File: src/rtl/ps2_frame_receiver.sv
// PS/2-style frame receiver: pin sync + debounce, start/data/parity/stop deframing,
// timeout abort and a FWFT output queue. Optional clock-inhibit via PS2_RX_INHIBIT_EN.

module ps2_line_filter #(
    parameter int DEBOUNCE_CYCLES = 16
) (
    input  logic clk,
    input  logic rst,
    input  logic raw,
    output logic filt
);
    localparam int CW = $clog2(DEBOUNCE_CYCLES + 1);

    logic [1:0]    sync;
    logic [CW-1:0] cnt;

    always_ff @(posedge clk or posedge rst) begin
        if (rst) begin
            sync <= 2'b11;
            cnt  <= '0;
            filt <= 1'b1;
        end else begin
            sync <= {sync[0], raw};
            if (sync[1] != filt) begin
                if (cnt == CW'(DEBOUNCE_CYCLES - 1)) begin
                    filt <= sync[1];
                    cnt  <= '0;
                end else begin
                    cnt <= cnt + CW'(1);
                end
            end else begin
                cnt <= '0;
            end
        end
    end
endmodule

module ps2_frame_receiver #(
    parameter int DATA_WIDTH      = 8,
    parameter int DEBOUNCE_CYCLES = 16,
    parameter int TIMEOUT_CYCLES  = 50000,
    parameter int FIFO_DEPTH      = 4,
    parameter int PARITY_ODD      = 1
) (
    input  logic                          FCLK,
    input  logic                          RST,
    input  logic                          SER_CLK,
    input  logic                          SER_DATA,
    output logic [DATA_WIDTH-1:0]         DATA_OUT,
    output logic                          DATA_PARITY_ERR,
    output logic                          DATA_VALID,
    input  logic                          DATA_READY,
    output logic                          FRAME_ERROR,
    output logic                          OVERFLOW,
    output logic [$clog2(FIFO_DEPTH):0]   FIFO_LEVEL,
    output logic                          SER_CLK_HOLD
);
    localparam int   BCW = (DATA_WIDTH > 1) ? $clog2(DATA_WIDTH) : 1;
    localparam int   TCW = $clog2(TIMEOUT_CYCLES + 1);
    localparam int   PW  = $clog2(FIFO_DEPTH);
    localparam int   LW  = PW + 1;
    localparam logic ODD = (PARITY_ODD != 0);

    typedef enum logic [1:0] {IDLE, DATA, PARITY, STOP} state_t;

    typedef struct packed {
        logic [DATA_WIDTH-1:0] data;
        logic                  perr;
    } fifo_entry_t;

    // line 0 = serial clock, line 1 = serial data
    logic [1:0] raw_lines, filt_lines;
    assign raw_lines = {SER_DATA, SER_CLK};

    genvar g;
    generate
        for (g = 0; g < 2; g++) begin : g_line
            ps2_line_filter #(.DEBOUNCE_CYCLES(DEBOUNCE_CYCLES)) u_filt (
                .clk  (FCLK),
                .rst  (RST),
                .raw  (raw_lines[g]),
                .filt (filt_lines[g])
            );
        end
    endgenerate

    logic clk_prev, strobe, sdata;
    assign strobe = clk_prev & ~filt_lines[0];
    assign sdata  = filt_lines[1];

    state_t                state, state_n;
    logic [BCW-1:0]        bit_cnt;
    logic [DATA_WIDTH-1:0] shift_r;
    logic                  par_r;
    logic [TCW-1:0]        to_cnt;
    logic                  timeout, push_n, frame_err_n;
    logic                  push_req, frame_err_r;
    fifo_entry_t           push_entry;

    always_ff @(posedge FCLK or posedge RST) begin
        if (RST) state <= IDLE;
        else     state <= state_n;
    end

    always_comb begin
        state_n     = state;
        push_n      = 1'b0;
        frame_err_n = 1'b0;
        // a strobe in the expiry cycle counts as activity and suppresses the abort
        timeout     = (state != IDLE) && !strobe && (to_cnt == TCW'(TIMEOUT_CYCLES - 1));
        case (state)
            IDLE:    if (strobe && !sdata) state_n = DATA;
            DATA:    if (strobe && bit_cnt == BCW'(DATA_WIDTH - 1)) state_n = PARITY;
            PARITY:  if (strobe) state_n = STOP;
            STOP: begin
                if (strobe) begin
                    state_n     = IDLE;
                    push_n      = sdata;
                    frame_err_n = !sdata;
                end
            end
            default: state_n = IDLE;
        endcase
        if (timeout) begin
            state_n     = IDLE;
            frame_err_n = 1'b1;
        end
    end

    always_ff @(posedge FCLK or posedge RST) begin
        if (RST) begin
            clk_prev    <= 1'b1;
            bit_cnt     <= '0;
            shift_r     <= '0;
            par_r       <= 1'b0;
            to_cnt      <= '0;
            push_req    <= 1'b0;
            push_entry  <= '0;
            frame_err_r <= 1'b0;
        end else begin
            clk_prev <= filt_lines[0];
            if (state == IDLE || strobe) to_cnt <= '0;
            else                         to_cnt <= to_cnt + TCW'(1);
            if (timeout) begin
                shift_r <= '0;
                bit_cnt <= '0;
            end else if (strobe) begin
                case (state)
                    IDLE:   bit_cnt <= '0;
                    DATA: begin
                        shift_r[bit_cnt] <= sdata;
                        bit_cnt          <= bit_cnt + BCW'(1);
                    end
                    PARITY: par_r <= sdata;
                    default: ;
                endcase
            end
            push_req        <= push_n;
            push_entry.data <= shift_r;
            push_entry.perr <= (^{shift_r, par_r}) != ODD;
            frame_err_r     <= frame_err_n;
        end
    end

    assign FRAME_ERROR = frame_err_r;

    // output queue: registered head so DATA_OUT is glitch-free and valid with DATA_VALID
    fifo_entry_t       mem [FIFO_DEPTH];
    fifo_entry_t       head_r, head_n;
    logic [PW-1:0]     wr_ptr, rd_ptr, rd_n;
    logic [LW-1:0]     level, level_n;
    logic              full, pop, do_push, ovf_r;

    assign full    = (level == LW'(FIFO_DEPTH));
    assign pop     = DATA_VALID & DATA_READY;
    assign do_push = push_req & (~full | pop);

    always_comb begin
        rd_n    = rd_ptr + PW'(pop);
        level_n = level + LW'(do_push) - LW'(pop);
        head_n  = head_r;
        if (level_n != '0)
            head_n = (do_push && wr_ptr == rd_n) ? push_entry : mem[rd_n];
    end

    always_ff @(posedge FCLK) begin
        if (do_push) mem[wr_ptr] <= push_entry;
    end

    always_ff @(posedge FCLK or posedge RST) begin
        if (RST) begin
            wr_ptr <= '0;
            rd_ptr <= '0;
            level  <= '0;
            head_r <= '0;
            ovf_r  <= 1'b0;
        end else begin
            if (do_push) wr_ptr <= wr_ptr + PW'(1);
            rd_ptr <= rd_n;
            level  <= level_n;
            head_r <= head_n;
            ovf_r  <= push_req & full & ~pop;
        end
    end

    assign DATA_OUT        = head_r.data;
    assign DATA_PARITY_ERR = head_r.perr;
    assign DATA_VALID      = (level != '0);
    assign FIFO_LEVEL      = level;
    assign OVERFLOW        = ovf_r;

`ifdef PS2_RX_INHIBIT_EN
    logic hold_r;
    always_ff @(posedge FCLK or posedge RST) begin
        if (RST) hold_r <= 1'b0;
        else     hold_r <= (level_n == LW'(FIFO_DEPTH)) && (state_n == IDLE);
    end
    assign SER_CLK_HOLD = hold_r;
`else
    assign SER_CLK_HOLD = 1'b0;
`endif
endmodule

File: config.mk
export PLATFORM = sky130hd
export DESIGN_NAME = ps2_frame_receiver
export DESIGN_NICKNAME = d
export VERILOG_FILES = /design/src/rtl/ps2_frame_receiver.sv
export SDC_FILE = /design/constraint.sdc
export NUM_CORES = 1
export LEC_CHECK = 0
export ABC_AREA = 0
export CAP_MARGIN = 0
export CORE_MARGIN = 4
export CORE_UTILIZATION = 48
export DETAILED_ROUTE_END_ITERATION = 10
export PLACE_DENSITY_LB_ADDON = 0.08
export SLEW_MARGIN = 0
export SYNTH_ARGS = -nofsm -noshare
export SYNTH_HDL_FRONTEND = slang
export SYNTH_HIERARCHICAL = 1
export SYNTH_SLANG_ARGS = --single-unit
File: constraint.sdc
create_clock -name FCLK -period 5.2 [get_ports FCLK]
set_input_delay 1.3 -clock FCLK [delete_from_list [all_inputs] [get_ports FCLK]]
set_output_delay 1.3 -clock FCLK [all_outputs]
set_load 0.05 [all_outputs]
==> implementation parameters <==
Parameter                              Value

Status
  Status    finished clean

Synth
  Portion of synthesized cell area occupied by the leading cell type    a little over a third
  Top cells by instance count after synthesis    sky130_fd_sc_hd__dfrtp_1 (68), sky130_fd_sc_hd__edfxtp_1 (36), sky130_fd_sc_hd__inv_1 (26), sky130_fd_sc_hd__nor2_1 (26), sky130_fd_sc_hd__nand2_1 (21)
  Count of cell types in the netlist    59
  Number of instances in the synthesized netlist    slightly below 400
  Count of synthesis-stage warnings from yosys    6
  Cell area after synthesis    4890 µm²
  Synth area leader    sky130_fd_sc_hd__dfrtp_1
  Synthesized netlist net count    approximately 410
  Most frequently used cell type in the post-synthesis netlist    sky130_fd_sc_hd__dfrtp_1
  Share of the yosys chip area belonging to registers    between 60% and 70%
  Top post-synthesis cells by area    sky130_fd_sc_hd__dfrtp_1 (35%), sky130_fd_sc_hd__edfxtp_1 (22%), sky130_fd_sc_hd__ha_1 (4.4%), sky130_fd_sc_hd__dfstp_2 (3.8%), sky130_fd_sc_hd__mux2i_1 (3.7%)
  Most common flop cell mapped by yosys    sky130_fd_sc_hd__dfrtp_1
  Synthesized flop and latch total    roughly 110
  Number of enable flip-flop cells after synthesis    36
  Post-synthesis async set-or-reset flop share    roughly two thirds
  Synthesized area divided by synthesized cell count    between 10 and 15 µm²

Setup path
  Category of the critical setup timing path    in2reg
  Origin of the critical flop-to-flop path    FIFO_LEVEL[2]
  Capture instance of the worst register-to-register path    DATA_OUT[0]
  FF-to-FF path depth    9
  Endpoint required time on the critical path    ~5.5 ns
  Slack of the worst reg-to-reg path    1.80 ns
  Type of origin of the critical path    input pin
  Slowest stage cell on the critical path    sky130_fd_sc_hd__or3_1
  Biggest cell delay along the critical path    0.56 ns
  Cell chain of the critical path    clkdlybuf4s50_1 > nor4b_1 > nor2_1 > inv_1 > ha_1 > inv_1 > ha_1 > fa_1 > xnor3_1 > or3_1 > o22a_2
  Critical-path maximum fanout    18
  Sort of element at the end of the critical path    flop
  Arrival time worst endpoint    4.42 ns

GRT
  Global-route wire length before repair    14400 µm
  Vias in the first global route    3023
  Maximum number of pins on one net before global-route repair    34
  Total congestion overflow    0
  Antenna violations before repair    0
  Gr usage total    around 16%

Timing
  Setup repair after global routing missed its margin    false
  Post-Route Setup TNS    0 ns
  Setup skew after layout    between 0.01 and 0.015 ns
  Share of the clock period used by the worst path after layout    roughly 80%
  Number of slew-limit violations in the final report    0
  Number of failing setup endpoints in the final timing report    0
  Worst slew slack as a fraction of its limit    a little under half
  Slew at the pin with the worst max-slew slack    around 0.80 ns
  Hold Violations, Final    0
  Maximum clock frequency    between 200 and 250 MHz
  Time the worst path needs with I/O delays and setup    between 4 and 5 ns
  Setup WS post-layout    approximately 1.0 ns

Clock tree
  Clock sink count    ~110
  Clock tree from TritonCTS    done
  Latest clock arrival within the worst-skew pair    around 0.37 ns
  Max Buffers Root-to-Sink    2
  Post-cts resize count    0
  Clock edge transition at the registers on the reported setup and hold paths    0.09 ns
  H-tree levels    3
  Post-CTS Setup Repair Bufs    0
  Inserted Clock Buffers    9
  Root buffer selected by CTS    sky130_fd_sc_hd__clkbuf_8
  Hold_buf cts    0

Hold path
  End point of the most critical hold path    g_line[1].u_filt/sync[1]
  Class of the worst hold path    reg2reg
  Hold Path Cell Cnt    0
  Hold wc startpoint    g_line[1].u_filt/sync[0]

Route
  Detailed Routing Iterations Pass 1    4
  Total Routed Length    approximately 8100 µm
  Final antenna-violating net count    0
  Routed length per instance    ~15 µm
  Average via count per standard cell    between 5 and 6
  DRC Markers    0
  Count of vias placed by the detailed router    roughly 2.9k
  Detailed Route Iter0 Violations    70

Floorplanning
  Total core area    between 9000 and 10000 µm²
  Number of placement rows    36
  Chip Width    ~110 µm
  Number of I/O pins    21
  Area of the die    approximately 12000 µm²
  Die boundary height    ~110 µm
  Initial core utilization    49.5%

Placed design
  HPWL reported at the end of detailed placement    about 5800 µm
  Final weighted congestion in routability-driven placement    approximately 0.73
  Setup slack after placement    approximately 0.63 ns
  Buffers on Ports    19

Finish
  Inserted Diodes    0
  Area growth from synthesis to layout    9.27%
  Fin nets    430
  Filler cell count    between 800 and 900
  Fraction of final layout cells with drive strength greater than 1    approximately 9.7%

Power and ir drop
  PD cells    ~440 nW/µm²
  VDD IR max    ~0.24 mV
  Overall power    0.00234 W
  Static power due to leakage    between 2 and 2.5 nW

Flow run
  Number of max-capacitance violations reported    0
==> area by class of cell <==
cell class	instances	area [µm²]	area share (%)
Sequential cell	111	2970	55.6
Multi-Input combinational cell	237	1730	32.5
Timing Repair Buffer	22	213	3.98
Tap cell	133	166	3.12
Clock buffer	9	124	2.32
Inverter	26	97.6	1.83
Clock inverter	7	38.8	0.727
==> metrics by stage <==
stage | hold WS [ns] | instance area (µm²) | std cells | utilization, %
4_1_cts | 0.365 | 5340 | 545 | 54.1
3_5_place_dp | 0.347 | 5180 | 529 | 52.5
2_1_floorplan | 0.345 | 4890 | 389 | -
5_1_grt | 0.366 | 5340 | 545 | 54.1
6_report | 0.362 | 5340 | 545 | 54.1
3_3_place_gp | 0.347 | 5180 | 529 | 52.5
==> report_power, final <==
part           switching (W)  internal [W]
sequential         0.0000625      0.000980
combinational       0.000499      0.000361
clock               0.000268      0.000170
total               0.000830       0.00151
==> cells in the final DEF, fill, tap and decap left out, drive strengths merged, types with 7 or more instances in the layout <==
cell type	Yosys	layout
xor2	17	17
clkdlybuf4s50	0	19
nand3	12	12
ha	17	17
dfstp	7	7
o21ai	21	21
inv	26	27
a21oi	7	7
dfrtp	68	68
nor2	28	28
clkbuf	2	9
nand2	21	21
edfxtp	36	36
o22ai	14	14
o22a	9	9
and3	8	8
xnor2	10	10
mux2i	18	18
==> flip-flops by register name, summed over array words and instances, names as in the netlist, 3 cells and up <==
name,cells
push_entry,9
FIFO_LEVEL,3
to_cnt,16
DATA_OUT,8
g_line.u_filt/sync,4
shift_r,8
mem,36
bit_cnt,3
g_line.u_filt/cnt,10
==> layer usage <==
| layer | vias up | track usage (%) | wire length [µm] |
|---|---|---|---|
| met2 | 29 | 27.5 | 4150 |
| met3 | 8 | 3.61 | 234 |
| met5 | - | 0 | 0 |
| met1 | 1401 | 18.9 | 3630 |
| met4 | 0 | 5.05 | 117 |
| li1 | 1413 | - | - |
==> how the worst max path moves through the flow <==
stage,end,from,cells after the start
finish,DATA_OUT[0],DATA_READY,11
global route,DATA_OUT[4],DATA_READY,12
CTS,DATA_OUT[0],DATA_READY,11
detailed placement,DATA_OUT[0],DATA_READY,11
global placement,DATA_OUT[6],DATA_READY,11
floorplan,DATA_OUT[0],DATA_READY,12
==> kinds of logic after synthesis <==
group                      after synthesis  synth area share, %
xor gates and xnor gates                29                 5.76
and+or+nand+nor                        107                 12.3
buffers and inverters                   41                 3.82
muxes                                   20                 4.15
other                                    1               0.0768
AOI/OAI and AO/OA                       62                 8.37
DFF                                    111                 60.7
adders and majority gates               18                 4.76
==> worst max-delay path, delay by kind of cell <==
family | cells | cell delay [ns]
simple gates | 3 | 1.15
fa+ha+maj | 3 | 0.70
buf+inv | 3 | 0.57
xor+xnor | 1 | 0.38
compound gates | 1 | 0.32
Power figures use the tool's default switching activity.
